`src/rtl/fetch_pc_unit.sv`:
```
// fetch_pc_unit: IF-stage fetch-PC generator with valid/ready issue, EX redirects and an accept counter.
// Optional MISALIGN_TRAP_EN: misaligned redirects pulse misaligned_err and vector to TRAP_VECTOR.
module fetch_pc_unit #(
   parameter int unsigned     XLEN         = 32,
   parameter logic [XLEN-1:0] RESET_VECTOR = 32'h0000_0000,
   parameter logic [XLEN-1:0] TRAP_VECTOR  = 32'h0000_0100,
   parameter int unsigned     CNT_W        = 32
) (
   input  logic             clk,
   input  logic             rst,
   input  logic             stall,
   input  logic             redirect_valid,
   input  logic [XLEN-1:0]  redirect_pc,
   input  logic             imem_ready,
   output logic [XLEN-1:0]  pc,
   output logic             pc_valid,
   output logic [XLEN-1:0]  next_pc,
   output logic [CNT_W-1:0] fetch_count,
   output logic             misaligned_err
);

   if (RESET_VECTOR[1:0] != 2'b00 || TRAP_VECTOR[1:0] != 2'b00) begin : g_bad_vector
      $error("fetch_pc_unit: reset and trap vectors must be word aligned");
   end

`ifdef MISALIGN_TRAP_EN
   typedef enum logic [1:0] {BOOT, FETCH, TRAP} state_t;
`else
   typedef enum logic [1:0] {BOOT, FETCH} state_t;
`endif

   state_t state, state_next;
   logic   accept;
   logic   trap_load;

   // NOTE: every signal driven here gets a default first so no path can infer a latch.
   always_comb begin
      state_next = state;
      next_pc    = pc;
      pc_valid   = 1'b0;

      case (state)
         BOOT:    state_next = FETCH;
         FETCH:   pc_valid   = !stall;
`ifdef MISALIGN_TRAP_EN
         TRAP:    state_next = FETCH;
`endif
         default: state_next = BOOT;
      endcase

      accept = pc_valid & imem_ready;

`ifdef MISALIGN_TRAP_EN
      trap_load = (state == TRAP);
`else
      trap_load = 1'b0;
`endif

      // The trap vector load owns the TRAP exit edge; redirect outranks stall and accept.
      if (trap_load) begin
         next_pc = TRAP_VECTOR;
      end else if (redirect_valid) begin
`ifdef MISALIGN_TRAP_EN
         next_pc = redirect_pc;
         if (redirect_pc[1:0] != 2'b00) state_next = TRAP;
`else
         next_pc = redirect_pc & ~XLEN'(3);
`endif
      end else if (accept) begin
         next_pc = pc + XLEN'(4);
      end
   end

   assign misaligned_err = trap_load;

   // NOTE: state registers use non-blocking assignments so all flops update from pre-edge values.
   always_ff @(posedge clk or negedge rst) begin
      if (!rst) begin
         state       <= BOOT;
         pc          <= RESET_VECTOR;
         fetch_count <= '0;
      end else begin
         state <= state_next;
         pc    <= next_pc;
         if (accept) fetch_count <= fetch_count + CNT_W'(1);
      end
   end

endmodule

```
`config.mk`:
```
export PLATFORM = sky130hd
export DESIGN_NAME = fetch_pc_unit
export DESIGN_NICKNAME = d
export VERILOG_FILES = /design/src/rtl/fetch_pc_unit.sv
export SDC_FILE = /design/constraint.sdc
export NUM_CORES = 1
export LEC_CHECK = 0
export CORE_ASPECT_RATIO = 2
export CORE_MARGIN = 5
export CORE_UTILIZATION = 45
export CTS_BUF_LIST = sky130_fd_sc_hd__clkbuf_2
export DETAILED_ROUTE_END_ITERATION = 10
export HOLD_SLACK_MARGIN = 0.1
export PLACE_DENSITY = 0.95
export REMOVE_ABC_BUFFERS = 1
export SLEW_MARGIN = 20
export SYNTH_ARGS = -nofsm -noshare
export SYNTH_HDL_FRONTEND = slang
export SYNTH_SLANG_ARGS = --single-unit
```
`constraint.sdc`:
```
create_clock -name clk -period 3 [get_ports clk]
set_clock_uncertainty 0.1 [all_clocks]
set_input_delay 0.6 -clock clk [delete_from_list [all_inputs] [get_ports clk]]
set_output_delay 0.6 -clock clk [all_outputs]
set_load 0.005 [all_outputs]
```
==> metrics <==
via count between 4k and 5k; wire length per cell about 23 um; Netlist cell types 42; post-DP HPWL 8150 um; post-route ant nets 0; end of the worst register-to-register path pc[22]; Mean Syn Cell Area a little under 10 um2; Layout Nets around 650; CTS tree yes; sequential-to-total area share from yosys stat 0.477; Post-Synth XOR/XNOR Area 0.111; initial antenna violation count 0; largest net degree at the start of global routing 40; Compound-Gate Fraction of Synth Area 0.0808; Post-Route WL ~16000 um; clk_lat worst skew ~0.54 ns; Area after DPL just over 0.005 mm2; FF-to-FF setup slack -0.39 ns; Pwr Total ~2.4 mW; Final Cycle Share 1.13; critical path data required time ~3.3 ns; Die Area between 0.009 and 0.01 mm2; Synth Area in Simple Gates 0.290; unrepaired setup endpoints after global routing true; vias in the first global route 4356; largest family of logic cells by synthesized area simple AND/OR/NAND/NOR gates; Fmax around 300 MHz; Ant. Diodes 0; maximum VDD drop between 400 and 500 uV; first-pass GRT wire length 21800 um; Arrival @ worst endpoint approximately 3.7 ns; core area around 0.0075 mm2; Seq cells post-synth 65; Die Height 133 um; Critical Path Sink Type register; Tightest Hold Check Type register to register; clk buf depth 2; DP Cell Count approximately 600; endpoints failing hold 0; Iter 0 DRT Violations roughly 500; Syn Inst Count between 300 and 400; RR Startpoint pc[2]; cts bufs inserted 9; Static Leak roughly 2.8 nW; synthesized area approximately 0.0034 mm2; FFs w/ async S/R, synth 1.00; port buffer count approximately 130; Initial Util 0.455; CP Capture Point pc[22]; grt ovf 0; critical path class register to register; Final Hold Slack 0.391 ns; final setup violation count 18; minimum clock period approximately 3.4 ns; fin. max-slew vios 0; Synth Area in Adders 0.00734; status finished, violations left; Power Dens Cells roughly 380 mW/mm2; Worst setup SP type register; CTS clock-pin slew for the worst setup and hold paths 0.19 ns; Vias/cell 6.18; Final Cell Area approximately 0.0063 mm2; GRT Total Usage 0.290; worst slew pin tran 0.727 ns; Die Span X 71.5 um; FF-to-FF path depth 20; DRC Markers 0; Relative slew margins 0.515; GP Congestion 0.829; final core occ 0.835; ys flop type dfrtp_1; crit path from pc[2]; number of flops mapped to enable cells by yosys 0; I/O pins 135; share of cells above drive strength 1 0.366; fin cells around 710; warnings from Yosys 0; maxcap violations 0; worst-path fanout max 2; CTS root buf clkbuf_2; H-tree lvl count 3; P&R area growth vs syn 83.5%; setup slack after layout -0.390 ns; row count 45; post-synthesis mux area share 0.00955; failing checks setup timing; # clock sinks 65; first drt pass iteration count 7
[critical path, cell delays in order (launching register included)]
cell and delay (ns):
dfrtp_1 0.46, ha_2 0.22, buf_4 0.12, buf_4 0.10, buf_4 0.10, nand4_1 0.17
buf_4 0.21, o31ai_4 0.17, a31oi_2 0.14, buf_4 0.16, buf_4 0.12, buf_4 0.12
buf_4 0.12, buf_4 0.12, buf_4 0.13, buf_4 0.13, buf_4 0.12, buf_4 0.13
buf_4 0.13, buf_4 0.12, buf_4 0.12
[per-stage QoR]
step / setup TNS [ns] / setup slack, ns
2_1_floorplan: 0 / 0.372
3_3_place_gp: -9.69 / -0.558
3_5_place_dp: -11.14 / -0.609
4_1_cts: -2.07 / -0.252
5_1_grt: -5.03 / -0.439
6_report: -3.21 / -0.390
[final cells by class]
type	instances	area, um2
repair buffers	261	2310
flip-flops and latches	65	1630
multi-input cells	267	2060
clock buffers	9	45.0
inverters	5	18.8
fillers	371	1240
well taps	94	118
clock inverters	7	70.1
[Yosys cell counts (all sizes together), types with 5 or more instances]
| master | n | area share |
|---|---|---|
| dfrtp | 65 | 0.48 |
| nand2 | 36 | 0.040 |
| xnor2 | 35 | 0.090 |
| nand4 | 33 | 0.065 |
| nand3 | 26 | 0.038 |
| nor2 | 18 | 0.020 |
| and3 | 13 | 0.024 |
| o31ai | 12 | 0.026 |
| or4 | 12 | 0.027 |
| o21ai | 11 | 0.016 |
| clkbuf | 10 | 0.011 |
| a31oi | 8 | 0.015 |
| xor2 | 8 | 0.021 |
| nor2b | 7 | 0.013 |
| nor3 | 7 | 0.010 |
| nor4 | 7 | 0.013 |
| inv | 5 | 0.0055 |
[flip-flops by register name (all words and copies together) (netlist names)]
signal	cells
fetch_count	32
pc	32
state	1
[power by group]
part | internal, mW | switching [mW]
logic | 0.431 | 0.334
clock network | 0.193 | 0.364
registers | 0.944 | 0.100
[layout by cell type (no fill, tap or decap), types with 4 or more instances in the layout]
cell,n
xnor2_1,35
nand3_2,4
clkdlybuf4s50_1,98
nand4_1,32
dlymetal6s2s_1,5
a31oi_4,4
buf_4,108
inv_1,5
clkbuf_2,16
o31ai_2,5
nor3_1,4
o31ai_1,4
xor2_1,8
o211ai_1,4
nand3_1,19
buf_6,21
dfrtp_1,61
nor2_1,18
dfrtp_2,4
nor2b_1,7
dlygate4sd2_1,5
nand2_1,33
o21ai_1,9
or4_4,9
and3_1,9
nor4_1,5
buf_2,12
[worst min-delay path by stage]
stage | start | to | slack [ns] | cells past startpoint
finish | fetch_count[31] | fetch_count[31] | 0.39 | 1
global route | fetch_count[31] | fetch_count[31] | 0.43 | 1
CTS | fetch_count[31] | fetch_count[31] | 0.39 | 1
detailed placement | fetch_count[31] | fetch_count[31] | 0.36 | 1
global placement | fetch_count[31] | fetch_count[31] | 0.36 | 1
floorplan | rst | fetch_count[0] | 0.20 | 0
[metal layers]
metal	vias to the layer above	part of all wire	global-route usage
met1	2137	0.35	0.339
met4	0	0.059	0.152
met3	89	0.090	0.0837
li1	1812	-	-
met5	-	0	0
met2	334	0.50	0.471
[kinds of logic (layout without fill, tap and decap cells)]
group,Yosys count,after routing
other,2,2
flip-flops,65,65
buffers and inverters,18,282
AND/OR/NAND/NOR,175,175
XOR/XNOR,43,43
AO/OA/AOI/OAI,42,42
multiplexers,3,3
adder cells (fa/ha/maj),2,2
[timing repair]
action | CTS | global route
hold endpoints to repair | 26 | 0
hold buffers | 1 | 0
gates resized for setup | 113 | 82
endpoints found under the setup margin | 30 | 32
buffers inserted | 72 | 23
pin swaps | 27 | 30
Note: power is estimated with default switching activity, not from simulation.
